`src/rtl/mips_dma_pkg.sv`:
```
// mips_dma_pkg: FSM states and bank-enable encodings shared by the DMA arbiter
package mips_dma_pkg;

    typedef enum logic [2:0] {
        IDLE,
        READ,
        LATCH,
        WRITE,
        DONE
    } state_t;

    localparam logic [1:0] BANK_DMEM = 2'b01;
    localparam logic [1:0] BANK_VRAM = 2'b10;

endpackage

```
`src/rtl/dma_arbiter.sv`:
```
// dma_arbiter: copies words from data memory to VGA text RAM, yielding every cycle the CPU wants the bus
module dma_arbiter
    import mips_dma_pkg::*;
#(
    parameter int ADDR_W = 11,
    parameter int LEN_W  = 11
) (
    input  logic              clk,
    input  logic              rst,
    input  logic [1:0]        cpu_en,
    input  logic [3:0]        cpu_we,
    input  logic [ADDR_W-1:0] cpu_addr,
    input  logic [31:0]       cpu_wdata,
    input  logic              cfg_start,
    input  logic              cfg_abort,
    input  logic [ADDR_W-1:0] cfg_src,
    input  logic [ADDR_W-1:0] cfg_dst,
    input  logic [LEN_W-1:0]  cfg_len,
    input  logic [31:0]       mem_rdata0,
    output logic [1:0]        mem_en,
    output logic [3:0]        mem_we,
    output logic [ADDR_W-1:0] mem_addr,
    output logic [31:0]       mem_wdata,
    output logic              busy,
    output logic              done
);

    state_t            state, state_nxt;
    logic [ADDR_W-1:0] src, dst;
    logic [LEN_W-1:0]  len;
    logic [31:0]       data;
    logic              run, cpu, rd, wr;

    assign run  = state inside {READ, LATCH, WRITE};
    assign cpu  = cpu_en != 2'b00;
    assign busy = run && !rst;
    assign done = (state == DONE) && !rst;

    // state register
    always_ff @(posedge clk) begin
        state <= rst ? IDLE : state_nxt;
    end

    // next state plus output mux; the CPU always wins, abort and reset suppress DMA accesses
    always_comb begin
        state_nxt = state;
        rd = 1'b0;
        wr = 1'b0;
        case (state)
            IDLE:    if (cfg_start) state_nxt = (cfg_len == '0) ? DONE : READ;
            READ:    if (!cpu) begin
                         rd = 1'b1;
                         state_nxt = LATCH;
                     end
            LATCH:   state_nxt = WRITE;
            WRITE:   if (!cpu) begin
                         wr = 1'b1;
                         state_nxt = (len == LEN_W'(1)) ? DONE : READ;
                     end
            default: state_nxt = IDLE;
        endcase
        if (run && cfg_abort) begin
            state_nxt = IDLE;
            rd = 1'b0;
            wr = 1'b0;
        end
        if (rst) begin
            rd = 1'b0;
            wr = 1'b0;
        end
        mem_en    = cpu ? cpu_en    : rd ? BANK_DMEM : wr ? BANK_VRAM : 2'b00;
        mem_we    = cpu ? cpu_we    : wr ? 4'hF : 4'h0;
        mem_addr  = cpu ? cpu_addr  : rd ? src : wr ? dst : '0;
        mem_wdata = cpu ? cpu_wdata : wr ? data : 32'h0;
    end

    // transfer registers: word-aligned latch on start, capture in LATCH, advance on each issued write
    always_ff @(posedge clk) begin
        if (rst) begin
            src  <= '0;
            dst  <= '0;
            len  <= '0;
            data <= '0;
        end else if (state == IDLE && cfg_start) begin
            src <= {cfg_src[ADDR_W-1:2], 2'b00};
            dst <= {cfg_dst[ADDR_W-1:2], 2'b00};
            len <= cfg_len;
        end else begin
            if (state == LATCH) data <= mem_rdata0;
            if (wr) begin
                src <= src + ADDR_W'(4);
                dst <= dst + ADDR_W'(4);
                len <= len - LEN_W'(1);
            end
        end
    end

endmodule

```
`config.mk`:
```
export PLATFORM = sky130hd
export DESIGN_NAME = dma_arbiter
export DESIGN_NICKNAME = d
export VERILOG_FILES = /design/src/rtl/mips_dma_pkg.sv /design/src/rtl/dma_arbiter.sv
export SDC_FILE = /design/constraint.sdc
export NUM_CORES = 1
export LEC_CHECK = 0
export ABC_AREA = 1
export CAP_MARGIN = 20
export CORE_MARGIN = 1
export CORE_UTILIZATION = 46
export DETAILED_ROUTE_END_ITERATION = 10
export PLACE_DENSITY = 0.95
export SYNTH_ARGS = -nofsm -noshare
export SYNTH_HDL_FRONTEND = slang
export SYNTH_SLANG_ARGS = --single-unit
```
`constraint.sdc`:
```
create_clock -name clk -period 2.1 [get_ports clk]
set_input_delay 0.21 -clock clk [delete_from_list [all_inputs] [get_ports clk]]
set_output_delay 0.21 -clock clk [all_outputs]
set_load 0.02 [all_outputs]
```
==> flow_summary.json, run 1 <==
{
  "ys_warn_count": 0,
  "final_net_count": 896,
  "clock_sinks": 64,
  "cell_internal_pwr_w": 0.002910,
  "final_common_cell": "sky130_fd_sc_hd__nand2_1",
  "final.period_utilization": 0.9617,
  "highest_layer": "met4",
  "worst_r2r_startpoint": "state[2]$_SDFFE_PP0P_",
  "finalWorstPathRequiredPeriod_ns": 2.019,
  "yosys.cell_types.count": 30,
  "timing.max_slew.rel_slack": 0.6412,
  "hold-path-endpoint": "data[29]$_SDFFE_PP0P_",
  "p_sw_frac": 0.3977,
  "cellLeakagePower_nw": 2.597,
  "library_cell_contributing_the_largest_single_delay_on_the_critical_path": "sky130_fd_sc_hd__dfxtp_1",
  "vias": 4676,
  "cts_buffer_depth": 2,
  "dr_wl_met3_um": 985,
  "vias_per_std_cell": 5.308,
  "min-delay-start": "data[29]$_SDFFE_PP0P_",
  "critical_path.startpoint_type": "flip-flop",
  "ys.flop_type": "sky130_fd_sc_hd__dfxtp_1",
  "h_tree_depth": 3,
  "worst_slew_pin_slew_ns": 0.5382,
  "hpwl_mm": 9.411,
  "met2RoutedLength_mm": 6.546,
  "detail_route.first_pass.iterations": 7,
  "initial_antenna_violation_count": 0,
  "synth_edf_count": 0,
  "clock_power_share": 0.221,
  "postSynthNetCount": 731,
  "critical_path.max_fanout": 28,
  "finalWeightedCongestion": 0.9274,
  "drt.antenna.violating_nets": 0,
  "clock_insertion_delay_worst_skew_ns": 0.34,
  "core_um2": 7888,
  "worst_ep_arrival_time_ns": 1.81,
  "critical_path.reg2reg.endpoint": "src[6]$_SDFFE_PP0P_",
  "timing.hold.worst.class": "flip-flop to flip-flop",
  "dr.first_iter.drc_count": 261,
  "cp_num_buf_inv": 3,
  "cts.hold.buffers_added": 0,
  "worst_hold_path.num_cells": 2,
  "synth_seq_area_share": 0.3336,
  "cts-buffers-inserted": 9,
  "biggest_cell_delay_along_the_critical_path_ns": 0.36,
  "rows": 32,
  "gr-usage-all-layers": 0.2956,
  "io-pin-count": 169,
  "syn_area_um2": 3841,
  "die-area_um2": 8720,
  "path_class": "flip-flop to output pin",
  "setup_ws_ns": 0.08051,
  "wl_met1_mm": 5.095,
  "maxClockFrequency_mhz": 495.2,
  "cp_data_required_time_ns": 1.89,
  "number_of_filler_cells_placed_in_the_layout": 634,
  "final_layout_size_suffix_gt1_frac": 0.1309,
  "final_hold_viol_count": 0,
  "antenna-diode-count": 0,
  "cts.reportedPaths.clkPinSlew_ns": 0.07,
  "portBuffers": 164,
  "register_area_um2": 1282,
  "ys_ff_latch": 64,
  "reg2reg_setup_slack_ns": 0.21,
  "gate_count_after_technology_mapping": 609,
  "setup_viol_count_final": 0,
  "multiInputGateArea_um2": 2034,
  "cp_num_cells": 7,
  "synth_area_per_cell_um2": 6.307,
  "worst-r2r-cell-count": 10,
  "drc_errors": 0,
  "cpLargestDelayFamily": "buffers and inverters",
  "y_dimension_of_the_die_um": 93.38,
  "die-width_um": 93.38,
  "route.detailed.wl_per_inst_um": 14.71,
  "power_frac_comb": 0.402,
  "syn_to_final_growth_pct": 46.71,
  "crit_chain": "inv_2 > nand2_2 > nor2_4 > nand4_4 > buf_12 > o21ai_0 > buf_2",
  "skew_ns": 0.01068,
  "run_status": "complete, no violations",
  "floorplan.initialDensity": 0.4870,
  "drt_wl_total_mm": 12.96,
  "clock_tree.root_cell": "sky130_fd_sc_hd__clkbuf_8",
  "post-place-ws_ns": -0.2594,
  "final_cell_mix": "sky130_fd_sc_hd__nand2_1 (137), sky130_fd_sc_hd__clkdlybuf4s50_1 (115), sky130_fd_sc_hd__inv_1 (89), sky130_fd_sc_hd__o21ai_0 (69), sky130_fd_sc_hd__dfxtp_1 (63)",
  "setup_repair_after_global_routing_missed_its_margin": "no",
  "final.hold.worst_slack_ns": 0.4466,
  "wire_length_of_the_first_global_routing_pass_mm": 20.36,
  "vdd.ir_drop.worst_mv": 0.4439,
  "first_global_vias": 4515,
  "timing.max_cap.violations": 0,
  "cts_tree": "yes",
  "grt.overflow.total": 0,
  "grt_max_degree": 65,
  "power_density_nw_per_um2": 857.4,
  "drv_slew": 0,
  "power.switching_w": 0.001922,
  "postSynth.asyncResetShare": 0,
  "end_kind": "output pin",
  "pwr-share-seq": 0.377
}
## worst max path at each step
| stage | to | from | slack [ns] |
|---|---|---|---|
| 2_1_floorplan | mem_wdata[25] | state[1]$_SDFFE_PP0P_ | 0.41 |
| 3_3_place_gp | mem_wdata[13] | cpu_en[1] | -0.16 |
| 6_report | mem_wdata[21] | state[2]$_SDFFE_PP0P_ | 0.08 |
| 4_1_cts | mem_addr[5] | state[2]$_SDFFE_PP0P_ | 0.001 |
| 5_1_grt | mem_en[1] | state[2]$_SDFFE_PP0P_ | 0.01 |
| 3_5_place_dp | mem_wdata[2] | cpu_en[1] | -0.26 |
## routing by layer
| metal | vias up | GRT usage |
|---|---|---|
| met2 | 227 | 0.5288 |
| li1 | 2289 | - |
| met1 | 2123 | 0.3364 |
| met4 | 0 | 0.1308 |
| met3 | 37 | 0.06260 |
| met5 | - | 0 |
## power by group through the flow
stage / clock (W) / combinational, W / sequential [W]
finish: 0.00107 / 0.00194 / 0.00182
global placement: 0 / 0.00185 / 0.00182
global route: 0.00114 / 0.00216 / 0.00187
floorplan: 0 / 0.00128 / 0.00177
CTS: 0.00108 / 0.00193 / 0.00182
detailed placement: 0 / 0.00195 / 0.00184
## worst reg2reg max path, stage by stage (launching register included)
cell                      delay, ns
sky130_fd_sc_hd__dfxtp_1       0.43
sky130_fd_sc_hd__inv_2         0.09
sky130_fd_sc_hd__nand2_2       0.11
sky130_fd_sc_hd__nor2_4        0.06
sky130_fd_sc_hd__nand4_4       0.09
sky130_fd_sc_hd__buf_12        0.16
sky130_fd_sc_hd__buf_4         0.26
sky130_fd_sc_hd__nand2_2       0.20
sky130_fd_sc_hd__inv_2         0.23
sky130_fd_sc_hd__nand2_1       0.08
sky130_fd_sc_hd__a21oi_1       0.14
## stage by stage
stage          cells  total power, W  setup TNS (ns)    util  cell area [um^2]
2_1_floorplan    609        0.003056               0       -              3841
3_3_place_gp     864        0.003673          -5.756  0.7149              5639
3_5_place_dp     864        0.003786          -8.150  0.7149              5639
4_1_cts          880        0.004828               0  0.7356              5802
5_1_grt          881        0.005171               0  0.7145              5635
6_report         881        0.004832               0  0.7145              5635
## layout make-up
cell class | count | area share
clock buffer | 9 | 0.02198
clock inverter | 7 | 0.01243
inverter | 95 | 0.06328
multi-input combinational | 417 | 0.3610
sequential | 64 | 0.2276
tap | 102 | 0.02265
timing repair buffer | 187 | 0.2911
## cells by family after synthesis
family,share of synthesized area
flops,0.3336
xor+xnor,0.02508
fa+ha+maj,0.01303
compound gates,0.1922
buf+inv,0.1381
simple gates,0.2980
## sequential cells by signal (all words and copies together) (netlist names)
register,count
state,3
len,11
dst,9
src,9
data,32
## cell usage after synthesis (9+ instances only)
cell,number,area (um^2)
sky130_fd_sc_hd__a21oi_1,51,255.2
sky130_fd_sc_hd__dfxtp_1,64,1281
sky130_fd_sc_hd__nor3_1,11,55.05
sky130_fd_sc_hd__nand3_1,55,275.3
sky130_fd_sc_hd__nand2_1,137,514.2
sky130_fd_sc_hd__buf_2,16,80.08
sky130_fd_sc_hd__inv_1,89,334.1
sky130_fd_sc_hd__xor2_1,9,78.83
sky130_fd_sc_hd__o21ai_0,73,365.4
sky130_fd_sc_hd__nor2_1,39,146.4
sky130_fd_sc_hd__clkbuf_1,10,37.54
## repair_timing
action | 4_1_cts | 5_1_grt
endpoints found under the hold margin | 0 | 0
resized for setup | 99 | 91
setup endpoints to repair | 47 | 42
buffers inserted | 0 | 1
pin swaps | 0 | 1
Power figures use the tool's default switching activity.
==> run 2, diff against run 1 <==
--- a/config.mk
+++ b/config.mk
@@ -9,7 +9,9 @@
 export CAP_MARGIN = 20
 export CORE_MARGIN = 1
 export CORE_UTILIZATION = 46
+export CTS_CLUSTER_DIAMETER = 60
 export DETAILED_ROUTE_END_ITERATION = 10
+export GPL_ROUTABILITY_DRIVEN = 1
 export PLACE_DENSITY = 0.95
 export SYNTH_ARGS = -nofsm -noshare
 export SYNTH_HDL_FRONTEND = slang
==> results of run 2 <==
Final layout, timing and power as in run 1 (identical DEF).
==> run 3, diff against run 2 <==
--- a/config.mk
+++ b/config.mk
@@ -12,6 +12,7 @@
 export CTS_CLUSTER_DIAMETER = 60
 export DETAILED_ROUTE_END_ITERATION = 10
 export GPL_ROUTABILITY_DRIVEN = 1
+export HOLD_SLACK_MARGIN = 0.03
 export PLACE_DENSITY = 0.95
 export SYNTH_ARGS = -nofsm -noshare
 export SYNTH_HDL_FRONTEND = slang
==> results of run 3 <==
Final layout, timing and power as in run 1 (identical DEF).
